### src/rtl/hist_readout.sv
// Histogram frame readout: streams a header, NWORDS 32-bit words MSB first and an
// XOR checksum over a valid/ready byte port, then optionally clears the histogram.
module hist_readout #(
  parameter int NWORDS   = 66,
  parameter int CLR_HOLD = 70
) (
  input  logic        clkin,
  input  logic        resetn,
  input  logic        start,
  input  logic        clear_after,
  output logic [6:0]  rd_addr,
  input  logic [31:0] rd_data,
  output logic [7:0]  tx_data,
  output logic        tx_valid,
  input  logic        tx_ready,
  output logic        resethist,
  output logic        busy,
  output logic        done
);

  localparam int          HW   = (CLR_HOLD > 1) ? $clog2(CLR_HOLD) : 1;
  localparam logic [6:0]  LAST = 7'(NWORDS - 1);
  localparam logic [7:0]  HDR_BYTE = 8'hA5;

  typedef enum logic [2:0] {
    S_IDLE, S_HDR, S_FETCH, S_LATCH, S_SEND, S_CSUM, S_CLR, S_HOLD
  } state_t;

  state_t        state_q;
  logic [1:0]    rst_sync_q;
  logic          rst_n;
  logic [6:0]    widx_q;
  logic [1:0]    bidx_q;
  logic [31:0]   shift_q;
  logic [7:0]    csum_q;
  logic [7:0]    tx_data_q;
  logic          tx_valid_q;
  logic          clr_q;
  logic          resethist_q;
  logic          busy_q;
  logic          done_q;
  logic [HW-1:0] hold_q;
  logic          xfer;

  // Assert asynchronously, release two edges later so nothing advances on the release edge.
  always_ff @(posedge clkin or negedge resetn) begin
    if (!resetn) rst_sync_q <= 2'b00;
    else         rst_sync_q <= {rst_sync_q[0], 1'b1};
  end

  assign rst_n = rst_sync_q[1];
  assign xfer  = tx_valid_q & tx_ready;

  always_ff @(posedge clkin or negedge rst_n) begin
    if (!rst_n) begin
      state_q     <= S_IDLE;
      widx_q      <= '0;
      bidx_q      <= '0;
      shift_q     <= '0;
      csum_q      <= '0;
      tx_data_q   <= '0;
      tx_valid_q  <= 1'b0;
      clr_q       <= 1'b0;
      resethist_q <= 1'b0;
      busy_q      <= 1'b0;
      done_q      <= 1'b0;
      hold_q      <= '0;
    end else begin
      done_q      <= 1'b0;
      resethist_q <= 1'b0;
      case (state_q)
        S_IDLE: begin
          if (start) begin
            state_q    <= S_HDR;
            busy_q     <= 1'b1;
            clr_q      <= clear_after;
            widx_q     <= '0;
            bidx_q     <= '0;
            csum_q     <= '0;
            tx_data_q  <= HDR_BYTE;
            tx_valid_q <= 1'b1;
          end
        end
        S_HDR: begin
          if (xfer) begin
            state_q    <= S_FETCH;
            tx_valid_q <= 1'b0;
          end
        end
        S_FETCH: state_q <= S_LATCH;
        S_LATCH: begin
          shift_q    <= rd_data;
          tx_data_q  <= rd_data[31:24];
          tx_valid_q <= 1'b1;
          state_q    <= S_SEND;
        end
        S_SEND: begin
          if (xfer) begin
            shift_q <= {shift_q[23:0], 8'h00};
            csum_q  <= csum_q ^ shift_q[31:24];
            bidx_q  <= bidx_q + 2'd1;
            if (bidx_q == 2'd3) begin
              if (widx_q == LAST) begin
                state_q   <= S_CSUM;
                tx_data_q <= csum_q ^ shift_q[31:24];
              end else begin
                state_q    <= S_FETCH;
                widx_q     <= widx_q + 7'd1;
                tx_valid_q <= 1'b0;
              end
            end else begin
              tx_data_q <= shift_q[23:16];
            end
          end
        end
        S_CSUM: begin
          if (xfer) begin
            tx_valid_q <= 1'b0;
            if (clr_q) begin
              state_q     <= S_CLR;
              resethist_q <= 1'b1;
            end else begin
              state_q <= S_IDLE;
              busy_q  <= 1'b0;
              done_q  <= 1'b1;
            end
          end
        end
        S_CLR: begin
          hold_q  <= HW'(CLR_HOLD - 1);
          state_q <= S_HOLD;
        end
        S_HOLD: begin
          if (hold_q == '0) begin
            state_q <= S_IDLE;
            busy_q  <= 1'b0;
            done_q  <= 1'b1;
          end else begin
            hold_q <= hold_q - HW'(1);
          end
        end
        default: state_q <= S_IDLE;
      endcase
    end
  end

  assign rd_addr   = widx_q;
  assign tx_data   = tx_data_q;
  assign tx_valid  = tx_valid_q;
  assign resethist = resethist_q;
  assign busy      = busy_q;
  assign done      = done_q;

endmodule

### config.mk
export PLATFORM = sky130hd
export DESIGN_NAME = hist_readout
export DESIGN_NICKNAME = d
export VERILOG_FILES = /design/src/rtl/hist_readout.sv
export SDC_FILE = /design/constraint.sdc
export NUM_CORES = 1
export LEC_CHECK = 0
export CAP_MARGIN = 25
export CORE_MARGIN = 1
export CORE_UTILIZATION = 54
export CTS_CLUSTER_DIAMETER = 30
export DETAILED_ROUTE_END_ITERATION = 6
export PLACE_DENSITY = 0.81
export REMOVE_ABC_BUFFERS = 1
export SYNTH_ARGS = -nofsm -noshare
export SYNTH_HDL_FRONTEND = slang
export SYNTH_SLANG_ARGS = --single-unit
### constraint.sdc
create_clock -name clkin -period 2.8 [get_ports clkin]
set_clock_uncertainty 0.15 [all_clocks]
set_input_delay 0.42 -clock clkin [delete_from_list [all_inputs] [get_ports clkin]]
set_output_delay 0.42 -clock clkin [all_outputs]
set_load 0.03 [all_outputs]
==> results.py <==
metrics = {
    "status": {
        "outcome": "complete, no violations",
    },
    "layout": {
        "n_antenna_cell": 0,
        "drive_above_1_share_pct": 9.48,
        "nNetsFinal": 501,
        "final_cell_count_no_fill": 541,
        "syn_to_final_growth_pct": 23.2,
    },
    "logic_synthesis": {
        "async_reset_ff_share_pct": 100,
        "synth_ff_type": "dfrtp_1",
        "synth-simple-area-share_pct": 17.8,
        "synth_commonest_cells": "74 x dfrtp_1, 70 x nand2_1, 51 x nor2_1, 30 x o21ai_0, 29 x a31oi_1",
        "synth_top_family_by_area": "compound AO/OA/AOI/OAI gates",
        "synth_compound_area_share_pct": 20.9,
        "synth_largest_area_cell": "dfrtp_1",
        "synth_xor_area_share_pct": 3.04,
        "synth-seq-cells": 74,
        "synth_top_area_share_pct": 49.4,
        "synth.distinct_cells": 55,
        "synth_cells": 406,
        "synth.area.top_cells": "dfrtp_1 49%, nand2_1 7.0%, nor2_1 5.1%, a31oi_1 4.8%, o21ai_0 4.0%",
        "synth_edf_count": 0,
        "synthMuxAreaShare_pct": 2.57,
        "yosysWarnings": 0,
        "synth.avg_cell_area_um2": 9.23,
        "synth_area_um2": 3750,
        "yosysMostFrequentCell": "dfrtp_1",
        "synthAdderAreaFrac_pct": 1.67,
        "yosysSeqAreaShare_pct": 49.4,
    },
    "worst_setup_path": {
        "path_class": "register to register",
        "crit_path_start_kind": "register",
        "critPathRequiredTime_ns": 2.91,
        "arrival_ns": 2.52,
        "path_max_fanout": 23,
        "worstSetupEndpointType": "register",
    },
    "timing": {
        "fmax_ghz": 0.415,
        "maxSlewHeadroom_pct": 54.5,
        "setup-violations-final": 0,
        "drv_slew": 0,
        "period_share_pct": 86.0,
        "worst_slack_ns": 0.393,
        "min_period_ns": 2.41,
        "hold_viol_final": 0,
        "timing.hold.ws_ns": 0.0486,
        "rsz0062_at_grt": "no",
        "tightestPinTransition_ns": 0.682,
    },
    "global_route": {
        "grt_overflow": 0,
        "grt_start_max_net_pins": 49,
        "grt_first_pass_wirelength_um": 14600,
        "antenna_found_initial": 0,
        "grt_use_total_pct": 25.6,
        "grt_pass1_vias": 3063,
    },
    "power_and_ir_drop": {
        "power.density_nw_per_um2": 1050,
        "vdd_drop_max_v": 0.000532,
        "static-leakage-power_uw": 0.00201,
        "power.total_uw": 4850,
    },
    "clock_tree": {
        "postCtsSetupRepairBufs": 0,
        "clk_latency_ns": 0.36,
        "cts_sinks": 74,
        "ctsHoldBuffers": 0,
        "h-tree-depth": 3,
        "cts_resized": 0,
        "clockRootBuffer": "clkbuf_8",
        "cts_buffers": 9,
        "cts_buffer_depth": 2,
        "clk_pin_slew_ns": 0.08,
        "cts_tree": "built",
    },
    "route": {
        "drc_errors": 0,
        "vias": 3145,
        "drt_wl_total_um": 8580,
        "drt_iter0_drc": 120,
        "wl_per_cell_um": 15.9,
        "viasPerCell": 5.81,
        "first_pass_iters": 4,
        "ant_nets": 0,
    },
    "die": {
        "initial_core_util_pct": 57.4,
        "std_cell_rows": 29,
        "die_x_um": 85.3,
        "core_region_area_um2": 6530,
        "die_h_um": 85.3,
        "io_pins": 56,
        "die_area_um2": 7270,
    },
    "place": {
        "post-place-cells": 525,
        "io_buffers": 55,
        "dp_hpwl_um": 5610,
        "pre_cts_slack_ns": 0.320,
        "gp_congestion": 0.878,
    },
    "hold_path": {
        "hp-class": "register to async pin",
    },
    "flow_run": {
        "maxCapViolCount": 0,
    },
}
-- state kept, by name, indices dropped and copies added (netlist names), 2 cells and up --
signal      count
rd_addr         7
state_q         3
csum_q          8
hold_q          7
shift_q        32
tx_data         8
bidx_q          2
rst_sync_q      2
-- cell families (layout without fill, tap and decap cells) --
kind of cell / count (synthesis) / after routing
AO/OA/AOI/OAI: 117 / 117
XOR/XNOR: 13 / 13
adder cells (fa/ha/maj): 5 / 5
buffers and inverters: 36 / 94
flip-flops: 74 / 74
multiplexers: 9 / 9
other: 1 / 1
AND/OR/NAND/NOR: 151 / 151
-- worst paths after layout --
kind                                          from                       to  slack, ns  cells past startpoint
min reg2reg                rst_sync_q[1]$_DFF_PN0_    csum_q[4]$_DFFE_PN0P_       0.05                      0
min                        rst_sync_q[1]$_DFF_PN0_    csum_q[4]$_DFFE_PN0P_       0.05                      0
min in group clkin         rst_sync_q[0]$_DFF_PN0_  rst_sync_q[1]$_DFF_PN0_       0.20                      0
max                         state_q[0]$_DFFE_PN0P_    csum_q[3]$_DFFE_PN0P_       0.39                      4
max in group asynchronous  rst_sync_q[1]$_DFF_PN0_  shift_q[29]$_DFFE_PN0P_       1.73                      1
max reg2reg                 state_q[0]$_DFFE_PN0P_    csum_q[3]$_DFFE_PN0P_       0.39                      4
-- worst max-delay path, cell delays in order, from the launching register on --
cell,delay [ns]
dfrtp_1,0.63
or3b_1,0.67
nor2_2,0.55
nand2_1,0.12
o21ai_0,0.19
-- cells in the final DEF (no fill, tap or decap), types with 3 or more instances in the layout --
cell             count
nor2b_1              3
a21oi_1             17
nor2_1              51
dfrtp_1             73
o21a_1               4
ha_1                 5
xnor2_1             13
and3_1               3
clkdlybuf4s50_1     55
mux2_2               5
or3_1                3
nand3_1              3
inv_1               11
o22ai_1              4
mux2i_1              4
a22o_1              14
o21ai_0             30
nand2_1             70
a31oi_1             29
clkbuf_8            12
buf_4               11
-- per-stage QoR --
stage	instance area (um^2)	TNS (ns)	utilization, %
2_1_floorplan	3620	-3.63	-
3_3_place_gp	4380	0	67.0
3_5_place_dp	4380	0	67.0
4_1_cts	4620	0	70.7
5_1_grt	4620	0	70.7
6_report	4620	0	70.7
-- where the power goes --
group,internal (uW),switching (uW),leakage [uW],total [uW]
Clock,574,408,0.000119,982
Sequential,1470,402,0.000887,1880
Combinational,868,1130,0.00100,1990
-- layout make-up --
| type | count | area [um^2] |
|---|---|---|
| fill | 509 | 1920 |
| sequential | 74 | 1850 |
| multi-input combinational | 296 | 1730 |
| timing repair buffer | 67 | 653 |
| clock buffer | 12 | 165 |
| tap | 77 | 96.3 |
| clock inverter | 4 | 72.6 |
| inverter | 11 | 41.3 |
-- routing by layer --
metal	vias to the layer above	global-route usage [%]	routed length, um
li1	1522	-	-
met1	1524	35.3	3750
met2	87	40.4	4250
met3	12	4.86	451
met4	0	9.70	136
met5	-	0	0
No activity file was read; power rests on OpenSTA's default activity.
